[src/rtl/oled_frame_streamer_if.sv]
// Byte-wide valid/full push stream from the frame streamer to the OLED SPI controller.
interface oled_frame_streamer_if;
  logic [7:0] out_data;
  logic       out_dc;
  logic       out_valid;
  logic       out_full;

  modport master (
    output out_data,
    output out_dc,
    output out_valid,
    input  out_full
  );

  modport slave (
    input  out_data,
    input  out_dc,
    input  out_valid,
    output out_full
  );
endinterface

[src/rtl/oled_frame_streamer.sv]
// OLED frame streamer: on start, emits the SSD1306 horizontal-addressing header and then
// every framebuffer byte, reading a 1-cycle-latency RAM and pushing into the controller.
module oled_frame_streamer #(
  parameter int unsigned COLS  = 128,
  parameter int unsigned PAGES = 4,
  parameter int unsigned FB_AW = 9
) (
  input  logic                 clk,
  input  logic                 reset,
  input  logic                 start,
  input  logic                 abort,
  output logic                 busy,
  output logic                 done,
  output logic                 fb_rd_en,
  output logic [FB_AW-1:0]     fb_addr,
  input  logic [7:0]           fb_rdata,
  oled_frame_streamer_if.master stream
);

  localparam logic [FB_AW-1:0] LastIdx = FB_AW'(COLS * PAGES - 1);
  localparam logic [7:0]       ColMax  = 8'(COLS - 1);
  localparam logic [7:0]       PageMax = 8'(PAGES - 1);

  typedef enum logic [2:0] {
    StIdle,
    StHdr,
    StFetch,
    StLatch,
    StPush,
    StFin
  } state_e;

  state_e           state_q, state_d;
  logic [2:0]       hdr_idx_q, hdr_idx_d;
  logic [FB_AW-1:0] byte_idx_q, byte_idx_d;
  logic [7:0]       out_data_q, out_data_d;
  logic             out_dc_q, out_dc_d;
  logic             out_valid_q, out_valid_d;
  logic             accept;

  // Set column range 0..COLS-1 and page range 0..PAGES-1 in horizontal addressing mode.
  function automatic logic [7:0] hdr_byte(input logic [2:0] idx);
    logic [7:0] b;
    case (idx)
      3'd0:    b = 8'h20;
      3'd1:    b = 8'h00;
      3'd2:    b = 8'h21;
      3'd3:    b = 8'h00;
      3'd4:    b = ColMax;
      3'd5:    b = 8'h22;
      3'd6:    b = 8'h00;
      default: b = PageMax;
    endcase
    return b;
  endfunction

  assign accept = out_valid_q && !stream.out_full;

  // State and output registers; outputs are registered so an offered byte holds until accepted.
  always_ff @(posedge clk or posedge reset) begin
    if (reset) begin
      state_q     <= StIdle;
      hdr_idx_q   <= 3'd0;
      byte_idx_q  <= '0;
      out_data_q  <= 8'h00;
      out_dc_q    <= 1'b0;
      out_valid_q <= 1'b0;
    end else begin
      state_q     <= state_d;
      hdr_idx_q   <= hdr_idx_d;
      byte_idx_q  <= byte_idx_d;
      out_data_q  <= out_data_d;
      out_dc_q    <= out_dc_d;
      out_valid_q <= out_valid_d;
    end
  end

  // Next-state sequencing: header bytes, then FETCH/LATCH/PUSH per framebuffer byte.
  always_comb begin
    state_d     = state_q;
    hdr_idx_d   = hdr_idx_q;
    byte_idx_d  = byte_idx_q;
    out_data_d  = out_data_q;
    out_dc_d    = out_dc_q;
    out_valid_d = out_valid_q;

    unique case (state_q)
      StIdle: begin
        if (start && !abort) begin
          state_d     = StHdr;
          hdr_idx_d   = 3'd0;
          byte_idx_d  = '0;
          out_data_d  = hdr_byte(3'd0);
          out_dc_d    = 1'b0;
          out_valid_d = 1'b1;
        end
      end
      StHdr: begin
        if (accept) begin
          hdr_idx_d = hdr_idx_q + 3'd1;
          if (hdr_idx_q == 3'd7) begin
            out_valid_d = 1'b0;
            state_d     = StFetch;
          end else begin
            out_data_d = hdr_byte(hdr_idx_q + 3'd1);
          end
        end
      end
      StFetch: begin
        state_d = StLatch;
      end
      StLatch: begin
        out_data_d  = fb_rdata;
        out_dc_d    = 1'b1;
        out_valid_d = 1'b1;
        state_d     = StPush;
      end
      StPush: begin
        if (accept) begin
          out_valid_d = 1'b0;
          if (byte_idx_q == LastIdx) begin
            state_d = StFin;
          end else begin
            byte_idx_d = byte_idx_q + FB_AW'(1);
            state_d    = StFetch;
          end
        end
      end
      StFin: begin
        state_d = StIdle;
      end
      default: begin
        state_d = StIdle;
      end
    endcase

    // Abort drops any offered byte and returns to idle without a done pulse.
    if (abort && state_q != StIdle) begin
      state_d     = StIdle;
      out_valid_d = 1'b0;
    end
  end

  // Status and RAM strobes decode directly from the state register.
  always_comb begin
    busy             = (state_q != StIdle);
    done             = (state_q == StFin);
    fb_rd_en         = (state_q == StFetch);
    fb_addr          = byte_idx_q;
    stream.out_data  = out_data_q;
    stream.out_dc    = out_dc_q;
    stream.out_valid = out_valid_q;
  end

endmodule

[src/flat_wrapper.sv]
// flat-port wrapper written by rule: the top's interface ports become plain ports
module oled_frame_streamer_flat 
#(
  parameter int unsigned COLS  = 128,
  parameter int unsigned PAGES = 4,
  parameter int unsigned FB_AW = 9
)
  (clk, reset, start, abort, busy, done, fb_rd_en, fb_addr, fb_rdata, stream_out_data, stream_out_dc, stream_out_valid, stream_out_full);
  oled_frame_streamer_if stream_i ();
  input  logic clk;
  input  logic reset;
  input  logic start;
  input  logic abort;
  output logic busy;
  output logic done;
  output logic fb_rd_en;
  output logic [FB_AW-1:0] fb_addr;
  input  logic [7:0] fb_rdata;
  output wire logic [$bits(stream_i.out_data)-1:0] stream_out_data;
  output wire logic [$bits(stream_i.out_dc)-1:0] stream_out_dc;
  output wire logic [$bits(stream_i.out_valid)-1:0] stream_out_valid;
  input wire logic [$bits(stream_i.out_full)-1:0] stream_out_full;
  assign stream_out_data = stream_i.out_data;
  assign stream_out_dc = stream_i.out_dc;
  assign stream_out_valid = stream_i.out_valid;
  assign stream_i.out_full = stream_out_full;
  oled_frame_streamer #(.COLS(COLS), .PAGES(PAGES), .FB_AW(FB_AW)) u_core (.clk(clk), .reset(reset), .start(start), .abort(abort), .busy(busy), .done(done), .fb_rd_en(fb_rd_en), .fb_addr(fb_addr), .fb_rdata(fb_rdata), .stream(stream_i));
endmodule
[config.mk]
export PLATFORM = sky130hd
export DESIGN_NAME = oled_frame_streamer_flat
export DESIGN_NICKNAME = d
export VERILOG_FILES = /design/src/rtl/oled_frame_streamer_if.sv /design/src/rtl/oled_frame_streamer.sv /design/src/flat_wrapper.sv
export SDC_FILE = /design/constraint.sdc
export NUM_CORES = 1
export LEC_CHECK = 0
export BUFFER_PORTS_ARGS = -buffer_cell sky130_fd_sc_hd__buf_4
export CAP_MARGIN = 20
export CORE_AREA = 2 2 55 57
export CTS_CLUSTER_SIZE = 8
export DETAILED_ROUTE_END_ITERATION = 12
export DIE_AREA = 0 0 57 59
export PLACE_DENSITY_LB_ADDON = 0.12
export SETUP_SLACK_MARGIN = 0.5
export SLEW_MARGIN = 20
export SYNTH_ARGS = -nofsm -noshare
export SYNTH_HDL_FRONTEND = slang
export SYNTH_SLANG_ARGS = --single-unit
[constraint.sdc]
create_clock -name clk -period 4.6 [get_ports clk]
set_input_delay 0.69 -clock clk [delete_from_list [all_inputs] [get_ports clk]]
set_output_delay 0.69 -clock clk [all_outputs]
set_load 0.1 [all_outputs]
# After elaboration in Yosys (flattened, before gate mapping)
# Index checks and enable logic that the tools add are counted.
# W data, S select, Z words.
[op_classes] n_addsub=2 eq_ne=22 mux=27 reduce_logical=20
[ops] operator="$pmux W7 S5" n=1
[ops] operator="$mux W9" n=3
[ops] operator="$mux W3" n=8
[ops] operator="$mux W8" n=3
[ops] operator="$pmux W8 S3" n=1
[ops] operator="$eq A3 B3 Y1 const B" n=6
[ops] operator="$pmux W9 S2" n=1
[ops] operator="$pmux W3 S5" n=1
[ops] operator="$eq A3 B2 Y1 const B" n=4
[ops] operator="$ne A3 B1 Y1 const B" n=4
[ops] operator="$reduce_and A4 Y1" n=3
[ops] operator="$add A9 B1 Y9 const B" n=1
[ops] operator="$eq A9 B9 Y1 const B" n=1
[ops] operator="$eq A3 B1 Y1 const B" n=2
[ops] operator="$logic_not A3 Y1" n=2
[ops] operator="$mux W1" n=6
[ops] operator="$ne A2 B1 Y1 const B" n=3
[ops] operator="$pmux W3 S2" n=1
[ops] operator="$reduce_bool A2 Y1" n=3
[ops] operator="$reduce_bool A3 Y1" n=2
[ops] operator="$reduce_and A5 Y1" n=1
[ops] operator="$reduce_bool A5 Y1" n=1
[ops] operator="$ne A2 B2 Y1 const B" n=2
[ops] operator="$pmux W1 S4" n=1
[ops] operator="7 further kinds" n=10
[totals] register_bits=25 inputBits=13 out_inout_bits=22 elab_cells=77

# Logic depth before layout (Yosys ltp)
[depth] ltp_word=7 mapped_depth=8 ltp_nobuf=8

# Worst setup path after synthesis
# No wires, ideal clock.
[synth_path] path_kind="register -> output" start="register u_core.state_q[2]" end="output done" t_arrival_ps=3020 required_ps=3910 slack_ps=890 path_stages_with_launch=4 path_buffers=2 path_cell_list="dfrtp_1 > buf_4 > clkbuf_1 > nor3b_1"
[synth_via] elab_chain_len=1
[synth_rtl] item="from (decl)" line_no="oled_frame_streamer.sv:33" source="state_e state_q, state_d;"
[synth_rtl] item="from (signal assigned)" line_no="oled_frame_streamer.sv:62" source="state_q <= StIdle;"
[synth_rtl] item="from (signal assigned)" line_no="oled_frame_streamer.sv:69" source="state_q <= state_d;"
[synth_rtl] item="$eq A3 B3 Y1" line_no="oled_frame_streamer.sv:147" source="done = (state_q == StFin);"
[synth_rtl] item="to (decl)" line_no="flat_wrapper.sv:15" source="output logic done;"
# Every way passes these cells.

# Worst setup path in the final report
[layout_path] start="register u_core.state_q[1]" end="output fb_rd_en"
[layout_via] elab_chain_len=1
[layout_rtl] item="$eq A3 B2 Y1" line_no="oled_frame_streamer.sv:148" source="fb_rd_en = (state_q == StFetch);"
[layout_rtl] item="to (decl)" line_no="flat_wrapper.sv:16" source="output logic fb_rd_en;"
# Every way passes these cells.

==> metrics.yaml <==
outcome: "completed"
synth_most_common_cell: "dfrtp_1"
clkTransAtPathRegs_ns: 0.15
detail-route-antenna-nets: 0
yosysUniqueCellTypes: 41
worstPathRequired_ns: 3.91
start_util_pct: 56.3
grt_pass1_vias: 1310
start_kind: "flop"
setup_slack_ns: 2.24
finalNetCount: 213
ioPinCount: 35
drtIter0Drc: 74
slew_headroom_pct: 37.8
ys_seq_area_share_pct: 41.0
p_leak_nw: 0.921
timing.final.crit_share_pct: 51.3
finalSetupTns_ns: 0
finalSetupViolations: 0
dp_hpwl_um: 2520
hold_viol_final: 0
finalPower_mw: 1.07
wl_per_cell_um: 15.4
crit_fanout: 16
syn_nets: 179
ys_warn_count: 0
clk_latency_ns: 0.32
synth_seq_cells: 25
maxCapViolCount: 0
n_fill_cell: 229
grt_pass1_wl_um: 5690
met1_length_um: 1500
rsz0062_at_grt: "no"
die_y_um: 59
path_class: "reg2out"
power.density_nw_per_um2: 586
grt_max_degree: 26
die_area_um2: 3360
via_per_inst: 5.95
place.gp.congestion: 0.785
cts_hold_buf: 0
worstPathArrival_ns: 1.67
vdd_ir_drop_max_mv: 0.574
dieWidth_um: 57
via_count: 1320
cts_tree: "built"
syn_area_per_cell_um2: 9.66
syn_area_um2: 1530
ys_async_sr_fraction_pct: 100
gr-total-overflow: 0
post_cts_buffers: 0
wl_met2_um: 1720
yosysTopAreaCellShare_pct: 41.0
maxSlewViolCount: 0
drive_gt1_share_pct: 26.7
port-buffer-count: 34
min_path_type: "in2async"
dr_wl_met3_um: 165
row_count: 19
max_freq_mhz: 423
clock-sinks: 25
antenna_found_initial: 0
synthTopCellsByArea: "dfrtp_1 (41%), ha_1 (6.6%), nand2_1 (4.7%), mux2_2 (4.4%), o21ai_0 (3.6%)"
skew_ns: 0.00348
syn_to_final_growth_pct: 19.7
cts-root-buf: "clkbuf_4"
synth_edf_count: 0
reg2reg_slack_ns: 2.24
top_layer: "met4"
synthCells: 158
synth_flop_cell: "dfrtp_1"
yosys.area.top_type: "dfrtp_1"
post-place-ws_ns: 2.26
fin_crit_ns: 2.36
ctsResizeCount: 0
routed_wl_um: 3420
first_pass_iters: 5
worst_slew_pin_slew_ns: 0.927
antennaDiodeCount: 0
track_usage_pct: 21.4
route.detailed.drc: 0
clockBufferDepth: 2
cts-htree-levels: 1
synth_top_cells_by_count: "dfrtp_1 (25), nand2_1 (19), o21ai_0 (11), inv_1 (9)"
core_um2: 2710
endpoint_kind: "output pin"
numCtsBuffers: 3
-- cell usage in the layout, fill, tap and decap left out, types with 2 or more instances in the layout --
cell      instances
mux2i_1           4
a22oi_1           2
and3_1            3
clkbuf_4          3
o21ai_0          11
mux2_2            6
nand2_1          19
buf_4            34
a32o_1            3
a21oi_1           8
nor2b_1           4
xor2_1            3
inv_1             8
nor3b_1           3
a22o_1            4
or3_1             4
o32ai_1           2
ha_1              8
and2_1            4
dfrtp_1          25
nor2_1            8
nand3_1           4
o211ai_1          2
-- final cells by class --
class                           instances  area (um^2)  area share [%]
Clock buffer                            3         22.5            1.23
Clock inverter                          1         7.51           0.411
Inverter                                9         33.8            1.85
Multi-Input combinational cell        119          843            46.2
Sequential cell                        25          626            34.2
Tap cell                               31         38.8            2.12
Timing Repair Buffer                   34          255            14.0
-- worst max-delay path, stage by stage (launching register included) --
cell and delay (ns):
dfrtp_1 0.65, nor2b_1 0.26, and2_1 0.15, buf_4 0.28
-- through the flow --
step | util [%] | hold WS, ns | cell area (um^2) | cells
global route | 67.4 | 0.479 | 1830 | 222
detailed placement | 66.3 | 0.491 | 1800 | 218
CTS | 67.4 | 0.526 | 1830 | 222
global placement | 66.3 | 0.484 | 1800 | 218
floorplan | - | 0.512 | 1530 | 158
finish | 67.4 | 0.434 | 1830 | 222
-- per-layer routing --
metal | vias to the layer above | global-route usage, %
li1 | 641 | -
met1 | 635 | 27.2
met2 | 39 | 37.4
met3 | 5 | 2.62
met4 | 0 | 8.31
met5 | - | 0
-- path summary, 6_finish.rpt --
kind	from	endpoint	cells past startpoint
min in group clk	u_core.stream.out_data[4]	u_core.stream.out_data[4]	1
worst min-delay path	reset	u_core.stream.out_data[2]	2
worst max-delay path	u_core.state_q[1]	fb_rd_en	3
worst max register to register	u_core.hdr_idx_q[0]	u_core.stream.out_data[2]	6
max in group asynchronous	reset	u_core.hdr_idx_q[1]	2
worst min register to register	u_core.stream.out_data[4]	u_core.stream.out_data[4]	1
-- state kept, by name, indices dropped and copies added (netlist names) --
name                     cells
u_core.stream.out_dc         1
u_core.stream.out_data       8
u_core.fb_addr               9
u_core.stream.out_valid      1
u_core.hdr_idx_q             3
u_core.state_q               3
-- where the power goes --
group / internal (mW) / switching [mW]
registers: 0.267 / 0.0605
clock network: 0.0332 / 0.0727
logic: 0.175 / 0.463
total: 0.474 / 0.596
-- cell families (layout without fill, tap and decap cells) --
| family | Yosys count | count (layout) | share of synthesized area [%] |
|---|---|---|---|
| and+or+nand+nor | 56 | 56 | 20.3 |
| AOI/OAI and AO/OA | 42 | 42 | 19.6 |
| DFF | 25 | 25 | 41.0 |
| buffers and inverters | 14 | 47 | 3.77 |
| muxes | 10 | 10 | 7.05 |
| adders and majority gates | 8 | 8 | 6.56 |
| xor gates and xnor gates | 3 | 3 | 1.72 |
(Power assumes the default switching activity.)
